$ cat src/rtl/srio_swrite_chunker_pkg.sv
// Shared SRIO SWRITE constants and FSM encoding used by the chunker and the packer.
package srio_swrite_chunker_pkg;

  localparam int SRIO_MAX_PAYLOAD_BYTES = 256;
  localparam int SRIO_BEAT_BYTES        = 8;
  localparam int SRIO_MAX_BEATS         = SRIO_MAX_PAYLOAD_BYTES / SRIO_BEAT_BYTES;

  typedef enum logic {
    ST_IDLE   = 1'b0,
    ST_IN_PKT = 1'b1
  } state_t;

  // A zero or oversized request means "use the hard limit".
  function automatic logic [5:0] eff_limit(input logic [5:0] cfg, input logic [5:0] max_l);
    return ((cfg == 6'd0) || (cfg > max_l)) ? max_l : cfg;
  endfunction

endpackage

$ cat src/rtl/srio_swrite_chunker_skid_buf.sv
// Two-entry registered skid buffer for AXIS; ready depends on occupancy only.
module axis_skid_buf #(
  parameter int WIDTH = 66
) (
  input  logic             clk,
  input  logic             rst_n,
  input  logic [WIDTH-1:0] s_data,
  input  logic             s_valid,
  output logic             s_ready,
  output logic [WIDTH-1:0] m_data,
  output logic             m_valid,
  input  logic             m_ready
);

  logic [WIDTH-1:0] head_q;
  logic [WIDTH-1:0] skid_q;
  logic [1:0]       cnt_q;
  logic             rdy_en_q;
  logic             push;
  logic             pop;

  // rdy_en_q keeps s_ready low for the first cycle after reset release.
  assign s_ready = rdy_en_q && (cnt_q != 2'd2);
  assign m_valid = (cnt_q != 2'd0);
  assign m_data  = head_q;
  assign push    = s_valid && s_ready;
  assign pop     = m_valid && m_ready;

  always_ff @(posedge clk or negedge rst_n) begin
    if (!rst_n) begin
      head_q   <= '0;
      skid_q   <= '0;
      cnt_q    <= 2'd0;
      rdy_en_q <= 1'b0;
    end else begin
      rdy_en_q <= 1'b1;
      case ({push, pop})
        2'b10: begin
          if (cnt_q == 2'd0) head_q <= s_data;
          else               skid_q <= s_data;
          cnt_q <= cnt_q + 2'd1;
        end
        2'b01: begin
          if (cnt_q == 2'd2) head_q <= skid_q;
          cnt_q <= cnt_q - 2'd1;
        end
        // Push with pop only happens at occupancy 1 (full blocks push).
        2'b11: head_q <= s_data;
        default: ;
      endcase
    end
  end

endmodule

$ cat src/rtl/srio_swrite_chunker.sv
// Splits long AXIS DMA transfers into SRIO-sized segments, marking TLAST per segment.
//   state     | meaning
//   ST_IDLE   | next accepted beat starts a segment; limit latched then
//   ST_IN_PKT | mid-segment, beat_cnt beats already accepted
module srio_swrite_chunker
  import srio_swrite_chunker_pkg::*;
#(
  parameter int DATA_WIDTH = 64,
  parameter int MAX_BEATS  = SRIO_MAX_BEATS,
  parameter int CNT_WIDTH  = 16
) (
  input  logic                  AXIS_ACLK,
  input  logic                  AXIS_ARESETN,
  input  logic [DATA_WIDTH-1:0] S_AXIS_TDATA,
  input  logic                  S_AXIS_TVALID,
  input  logic                  S_AXIS_TLAST,
  output logic                  S_AXIS_TREADY,
  output logic [DATA_WIDTH-1:0] M_AXIS_TDATA,
  output logic                  M_AXIS_TVALID,
  output logic                  M_AXIS_TLAST,
  input  logic                  M_AXIS_TREADY,
  input  logic [5:0]            cfg_max_beats,
  output logic [CNT_WIDTH-1:0]  pkt_count,
  output logic                  xfer_done
);

  localparam logic [5:0] MAX_L = 6'(MAX_BEATS);

  state_t                state_q, state_d;
  logic [5:0]            beat_cnt_q, beat_cnt_d;
  logic [5:0]            lim_q, lim_d;
  logic [5:0]            cfg_lim;
  logic                  in_fire;
  logic                  seg_last;
  logic                  out_fire;
  logic                  out_eot;
  logic                  s_ready;
  logic                  m_valid;
  logic [DATA_WIDTH+1:0] buf_in;
  logic [DATA_WIDTH+1:0] buf_out;

  assign cfg_lim = eff_limit(cfg_max_beats, MAX_L);
  assign in_fire = S_AXIS_TVALID && s_ready;

  always_comb begin
    state_d    = state_q;
    beat_cnt_d = beat_cnt_q;
    lim_d      = lim_q;
    seg_last   = 1'b0;
    case (state_q)
      ST_IDLE: begin
        seg_last = (cfg_lim == 6'd1) || S_AXIS_TLAST;
        if (in_fire) begin
          lim_d = cfg_lim;
          if (!seg_last) begin
            state_d    = ST_IN_PKT;
            beat_cnt_d = 6'd1;
          end
        end
      end
      ST_IN_PKT: begin
        seg_last = (beat_cnt_q == (lim_q - 6'd1)) || S_AXIS_TLAST;
        if (in_fire) begin
          if (seg_last) begin
            state_d    = ST_IDLE;
            beat_cnt_d = 6'd0;
          end else begin
            beat_cnt_d = beat_cnt_q + 6'd1;
          end
        end
      end
      default: state_d = ST_IDLE;
    endcase
  end

  always_ff @(posedge AXIS_ACLK or negedge AXIS_ARESETN) begin
    if (!AXIS_ARESETN) begin
      state_q    <= ST_IDLE;
      beat_cnt_q <= 6'd0;
      lim_q      <= MAX_L;
    end else begin
      state_q    <= state_d;
      beat_cnt_q <= beat_cnt_d;
      lim_q      <= lim_d;
    end
  end

  // Each buffered beat carries {eot, segment tlast, data}.
  assign buf_in = {S_AXIS_TLAST, seg_last, S_AXIS_TDATA};

  axis_skid_buf #(
    .WIDTH(DATA_WIDTH + 2)
  ) u_skid (
    .clk    (AXIS_ACLK),
    .rst_n  (AXIS_ARESETN),
    .s_data (buf_in),
    .s_valid(S_AXIS_TVALID),
    .s_ready(s_ready),
    .m_data (buf_out),
    .m_valid(m_valid),
    .m_ready(M_AXIS_TREADY)
  );

  assign S_AXIS_TREADY = s_ready;
  assign M_AXIS_TVALID = m_valid;
  assign M_AXIS_TDATA  = buf_out[DATA_WIDTH-1:0];
  assign M_AXIS_TLAST  = buf_out[DATA_WIDTH];
  assign out_eot       = buf_out[DATA_WIDTH+1];
  assign out_fire      = m_valid && M_AXIS_TREADY;

  always_ff @(posedge AXIS_ACLK or negedge AXIS_ARESETN) begin
    if (!AXIS_ARESETN) begin
      pkt_count <= '0;
      xfer_done <= 1'b0;
    end else begin
      xfer_done <= out_fire && out_eot;
      if (out_fire && M_AXIS_TLAST) pkt_count <= pkt_count + 1'b1;
    end
  end

endmodule

$ cat config.mk
export PLATFORM = sky130hd
export DESIGN_NAME = srio_swrite_chunker
export DESIGN_NICKNAME = d
export VERILOG_FILES = /design/src/rtl/srio_swrite_chunker_pkg.sv /design/src/rtl/srio_swrite_chunker_skid_buf.sv /design/src/rtl/srio_swrite_chunker.sv
export SDC_FILE = /design/constraint.sdc
export NUM_CORES = 1
export LEC_CHECK = 0
export ABC_AREA = 1
export CORE_MARGIN = 2
export CORE_UTILIZATION = 57
export CTS_BUF_LIST = sky130_fd_sc_hd__clkbuf_16
export CTS_CLUSTER_SIZE = 16
export DETAILED_ROUTE_END_ITERATION = 8
export DONT_BUFFER_PORTS = 1
export PLACE_DENSITY = 0.71
export RECOVER_POWER = 50
export SYNTH_ARGS = -nofsm -noshare
export SYNTH_HDL_FRONTEND = slang
export SYNTH_SLANG_ARGS = --single-unit
$ cat constraint.sdc
create_clock -name AXIS_ACLK -period 1.8 [get_ports AXIS_ACLK]
set_input_delay 0.36 -clock AXIS_ACLK [delete_from_list [all_inputs] [get_ports AXIS_ACLK]]
set_output_delay 0.36 -clock AXIS_ACLK [all_outputs]
set_load 0.05 [all_outputs]
# Word-level counts from Yosys, hierarchy flattened
# Cells that the tools add are included.
totals:
  output_inout_bits: 84
  ff_bits: 165
  inputBits: 75
  latchBits: 0
  rom_bits: 0
  n_memories: 0
  ram_bits: 0
  word_cells: 62
op_classes:
  bitwise_logic: 2
  n_eq_ne: 12
  n_lt_le_gt_ge: 1
  n_reduce_logical: 17
  mul: 0
  n_mux: 16
  n_shift: 0
  n_addsub: 5
  n_div: 0
op_table:
  columns: ["op", "n"]
  rows:
  - ["$pmux W66 S3", 1]
  - ["$mux W66", 2]
  - ["$mux W6", 5]
  - ["$add A16 B1 Y16 const B", 1]
  - ["$pmux W6 S2", 1]
  - ["$ne A2 B1 Y1 const B", 4]
  - ["$add A6 B1 Y6 const B", 1]
  - ["$eq A2 B2 Y1 const B", 3]
  - ["$eq A6 B1 Y1 const B", 1]
  - ["$eq A6 B6 Y1", 1]
  - ["$gt A6 B6 Y1 const B", 1]
  - ["$logic_not A6 Y1", 1]
  - ["$reduce_and A3 Y1", 2]
  - ["$sub A6 B1 Y6 const B", 1]
  - ["$logic_and A1 B1 Y1", 5]
  - ["$mux W1", 4]
  - ["$ne A2 B2 Y1 const B", 2]
  - ["$pmux W1 S2", 2]
  - ["$pmux W2 S2", 1]
  - ["$reduce_and A2 Y1", 2]
  - ["$reduce_bool A2 Y1", 2]
  - ["$logic_or A1 B1 Y1", 3]
  - ["$reduce_bool A3 Y1", 1]
  - ["$add A2 B1 Y2 const B", 1]
  - ["4 further kinds", 5]

# Depth between registers and ports, before layout
# Gate-level depths: netlist (run 1).
logic_depth:
  ltp_word: 8
  mapped_depth: 15
  depth_no_buf: 15

# By module
# From an unflattened synthesis (run 1), not the netlist that was laid out.
hier_totals:
  hier_cells: 953
  area_unflattened_um2: 7762.4
by_module_without_submodules:
  columns: ["module", "instances", "cells_per_inst", "area_each_um2", "seq_area_each_um2"]
  rows:
  - ["axis_skid_buf", 1, 740, 6049.6, 3378.2]
  - ["srio_swrite_chunker", 1, 213, 1712.9, 752.0]

# Least setup slack after synthesis (run 1)
# OpenSTA, ideal clock, no wires.
synth_path:
  path_kind: "reg-to-reg"
  start: "register u_skid.cnt_q[0]"
  end: "register u_skid.head_q[52] (netlist: u_skid.m_data[52])"
  path_slack_ns: -1.060
  n_path_buf: 2
  arrival_time_ns: 2.730
  stages_incl_launch_ff: 11
  period_less_slack_ns: 2.860
  required_time_ns: 1.670
  setup_time_ns: 0.130
  path_cell_list: "dfrtp_1 > inv_2 > a21oi_1 > nand2_1 > ha_1 > inv_1 > clkbuf_1 > clkbuf_1 > nand2_1 > o21ai_0 > o21ai_0"
synth_via:
  elab_chain_cells: 6
  word_cells_on_any_way: 15
synth_lines:
  columns: ["element", "line", "text"]
  rows:
  - ["start: declaration", "srio_swrite_chunker_skid_buf.sv:17", "logic [1:0] cnt_q;"]
  - ["start signal: assignment", "srio_swrite_chunker_skid_buf.sv:41", "cnt_q <= cnt_q + 2'd1;"]
  - ["start signal: assignment", "srio_swrite_chunker_skid_buf.sv:45", "cnt_q <= cnt_q - 2'd1;"]
  - ["$ne A2 B2 Y1 *", "srio_swrite_chunker_skid_buf.sv:23", "assign s_ready = rdy_en_q && (cnt_q != 2'd2);"]
  - ["$logic_and A1 B1 Y1 *", "srio_swrite_chunker_skid_buf.sv:23", null]
  - ["named net S_AXIS_TREADY", "srio_swrite_chunker.sv:17", "output logic S_AXIS_TREADY,"]
  - ["$logic_and A1 B1 Y1 *", "srio_swrite_chunker_skid_buf.sv:26", "assign push = s_valid && s_ready;"]
  - ["$eq A2 B1 Y1 / $eq A2 B2 Y1 (equally long branches)", "srio_swrite_chunker_skid_buf.sv:37", "case ({push, pop})"]
  - ["$ne A2 B1 Y1 (no line) / $reduce_bool A3 Y1 (equally long branches)", null, null]
  - ["$reduce_and A3 Y1 (no line)", null, null]
  - ["end signal: assignment", "srio_swrite_chunker_skid_buf.sv:39", "if (cnt_q == 2'd0) head_q <= s_data;"]
  - ["end signal: assignment", "srio_swrite_chunker_skid_buf.sv:44", "if (cnt_q == 2'd2) head_q <= skid_q;"]
  - ["end signal: assignment", "srio_swrite_chunker_skid_buf.sv:48", "2'b11: head_q <= s_data;"]
  - ["end: declaration", "srio_swrite_chunker_skid_buf.sv:15", "logic [WIDTH-1:0] head_q;"]
# Mark *: on every way through the listed nets, which the timed path passes. The rest lies on a longest branch.
# A chain may end at the register's enable or synchronous reset.

# Worst setup path after layout (run 1)
layout_path:
  start: "register u_skid.cnt_q[1]"
  end: "register u_skid.head_q[36] (netlist: u_skid.m_data[36])"
layout_via:
  elab_chain_cells: 6
  word_cells_on_any_way: 15
layout_lines:
  columns: ["element", "line"]
  rows:
  - ["$ne A2 B2 Y1", "srio_swrite_chunker_skid_buf.sv:23"]
  - ["$logic_and A1 B1 Y1", "srio_swrite_chunker_skid_buf.sv:23"]
  - ["$logic_and A1 B1 Y1", "srio_swrite_chunker_skid_buf.sv:26"]
  - ["$eq A2 B1 Y1 / $eq A2 B2 Y1 (equally long branches)", "srio_swrite_chunker_skid_buf.sv:37"]
  - ["$ne A2 B1 Y1 (no line) / $reduce_bool A3 Y1 (equally long branches)", null]
  - ["$reduce_and A3 Y1 (no line)", null]
# Parallel ways exist; a longest one is shown, timed or not.

==> results of run 1 <==
[cell usage in the layout, fill, tap and decap left out, drive strengths merged, types with 6 or more instances in the layout]
cell type and instances:
xnor2 10, xor2 11, ha 6, clkbuf 21
a21oi 7, o21ai 203, nand2 257, inv 100
nand3 20, dfrtp 164, buf 47, nor2 24
[timing repair]
action,CTS,global route
endpoints found under the hold margin,165,165
endpoints found under the setup margin,49,59
gates resized for setup,3,20
pin swaps,1,6
cloned,2,3
buffers inserted,2,10
[metal layers]
| metal | up-vias | share of wire | track usage |
|---|---|---|---|
| met1 | 2638 | 0.42 | 0.273 |
| met3 | 29 | 0.080 | 0.0893 |
| met4 | 0 | 0.023 | 0.0923 |
| met2 | 166 | 0.48 | 0.352 |
| met5 | - | 0 | 0 |
| li1 | 2797 | - | - |
[layout make-up]
cell class | instances | share of cell area
Sequential cell | 165 | 0.474
Multi-Input combinational cell | 553 | 0.318
Timing Repair Buffer | 52 | 0.0669
Clock buffer | 17 | 0.0487
Inverter | 98 | 0.0427
Tap cell | 176 | 0.0252
Clock inverter | 15 | 0.0245
[through the flow]
stage | worst slack [ns] | setup TNS (ns) | util
finish | 0.0603 | 0 | 0.657
global route | -0.0290 | -0.638 | 0.657
CTS | 0.0112 | 0 | 0.642
detailed placement | -0.0347 | -0.788 | 0.587
global placement | 0.0755 | 0 | 0.587
floorplan | -0.0626 | -4.61 | -
[critical path, cell delays in order, from the launching register on]
cell	delay, ns
dfrtp_1	0.42
inv_2	0.10
nand2_4	0.07
nand2_4	0.10
inv_2	0.05
ha_4	0.18
o21ai_4	0.07
nand3_4	0.15
buf_12	0.19
clkbuf_16	0.17
nand2_1	0.05
o21ai_1	0.07
[sequential cells by signal, summed over array words and instances (netlist names)]
name / count
xfer_done: 1
pkt_count: 16
u_skid.m_data: 66
lim_q: 6
state_q: 1
u_skid.rdy_en_q: 1
beat_cnt_q: 6
u_skid.skid_q: 66
u_skid.cnt_q: 2
[worst paths after layout]
check                                       from                end  cells past startpoint
worst max-delay path             u_skid.cnt_q[1]  u_skid.m_data[36]                     11
max in group asynchronous           AXIS_ARESETN           lim_q[5]                      0
min in group AXIS_ACLK          S_AXIS_TDATA[45]  u_skid.skid_q[45]                      2
worst min register to register  u_skid.skid_q[5]   u_skid.skid_q[5]                      2
worst max register to register   u_skid.cnt_q[1]  u_skid.m_data[36]                     11
worst min-delay path                AXIS_ARESETN  u_skid.m_data[16]                      0
[report_power, final]
part | leakage (nW) | switching (mW) | internal, mW
sequential | 2.07 | 3.56 | 5.28
clock | 0.307 | 1.44 | 2.45
combinational | 2.04 | 3.00 | 2.22
[cells by family after synthesis]
| kind of cell | share of synthesized area |
|---|---|
| AO/OA/AOI/OAI | 0.138 |
| XOR/XNOR | 0.0236 |
| adder cells (fa/ha/maj) | 0.00961 |
| buffers and inverters | 0.132 |
| flip-flops | 0.529 |
| multiplexers | 0.00256 |
| other | 0.000480 |
| AND/OR/NAND/NOR | 0.165 |
==> impl_results.md, run 1 <==
- Area of the mapped netlist: 7810 sq um
- Layout cells sized above 1: 0.137
- Library cells used by synthesis: 32
- P&R area growth vs syn: 11.8%
- H-Tree Depth: 4
- Flop2flop setup slack: 0.06 ns
- Unrepaired setup endpoints after global routing: true
- Fin Clk Skew: 0.00706 ns
- Die H: 121 microns
- Min Tclk post-route: 1.74 ns
- Clock sinks: 165
- Filler cells: 1065
- Leakage: 4.42 nW
- Critical Path Fanout Max: 11
- Tot Pwr: 17.9 mW
- Final Non-Filler Cells: 1076
- Initial antenna violation count: 0
- Synthesized flop and latch total: 165
- Slew Viols, Final: 0
- Post-Synthesis Cells: 924
- Register area share after synthesis: 0.529
- Detailed placement HPWL: 10.3 mm
- Worst setup SP type: register
- FFs w/ async S/R, synth: 1.00
- WP data arrival: 2.04 ns
- I/O pin cnt: 159
- DRT Pass-1 Iters: 5
- Most frequent cells after synthesis: nand2_1, o21ai_0, dfrtp_1
- Status: complete, but fails checks
- Row count: 42
- CP Class: reg -> reg
- Total grt overflow: 0
- Placed cell count: 1028
- Fmax: 575 MHz
- HP Class: in -> async
- Top cells by area, synth: dfrtp_1, o21ai_0, nand2_1, buf_4, inv_1
- Clk root buf: clkbuf_16
- Final hold violations: 165
- Die Wd: 121 microns
- Buffers added on ports: 0
- First-pass GRT wire length: 25.5 mm
- Later-pin clock latency in the skew report: 0.42 ns
- PwrDens: 2060 nW/um^2
- GPL Wtd Cong: 0.779
- Finished Cell Area: 8730 sq um
- Diode count: 0
- Failing checks: hold timing
- FF/Latch Area: 4130 sq um
- Die ar.: 14700 sq um
- DR DRC count: 0
- Clock Path Buffers: 2
- DR iter-0 viols: 465
- Rel. slew slack: 0.634
- DP Area: 7810 sq um
- Largest net degree at the start of global routing: 166
- Hold slack: -0.366 ns
- Syn nets: 1005
- Synth top area share: 0.526
- Fin crit share: 0.967
- Number of routed nets with antenna violations: 0
- Syn_area_per_cell: 8.45 sq um
- CTS Buf Count: 17
- Vias in the first global route: 5408
- Detailed Route WL: 16.0 mm
- CTS tree: done
- Core area: 13300 sq um
- Vias post-DR: 5630
- Peak VDD IR: 1.06 mV
- Clock-pin slew on the worst setup and hold paths: 0.06 ns
- DR WL/cell: 14.8 microns
- Synth Warn #: 0
- Total track usage: 0.223
- WP data required: 2.10 ns
- Post-synth EDFFs: 0
- Setup violators final: 0
- Multi-input gate area: 2780 sq um
- Crit. End Element: register
- Initial Utilization: 0.587
- DR vias/cell: 5.23
- Ys flop type: dfrtp_1
- Most frequent cell after synthesis: nand2_1
- NumNets Final: 968
- Worst-Margin Slew: 0.550 ns
- Area leader, netlist: dfrtp_1
- MaxCap Viol Count: 0
(Power assumes the default switching activity.)
==> inputs of run 2 (changes only) <==
--- a/config.mk
+++ b/config.mk
@@ -6,10 +6,11 @@
 export NUM_CORES = 1
 export LEC_CHECK = 0
 export ABC_AREA = 1
+export CAP_MARGIN = 20
 export CORE_MARGIN = 2
 export CORE_UTILIZATION = 57
 export CTS_BUF_LIST = sky130_fd_sc_hd__clkbuf_16
-export CTS_CLUSTER_SIZE = 16
+export CTS_CLUSTER_SIZE = 25
 export DETAILED_ROUTE_END_ITERATION = 8
 export DONT_BUFFER_PORTS = 1
 export PLACE_DENSITY = 0.71
==> results of run 2 <==
The final DEF is identical to that of run 1; final timing and power are the same.
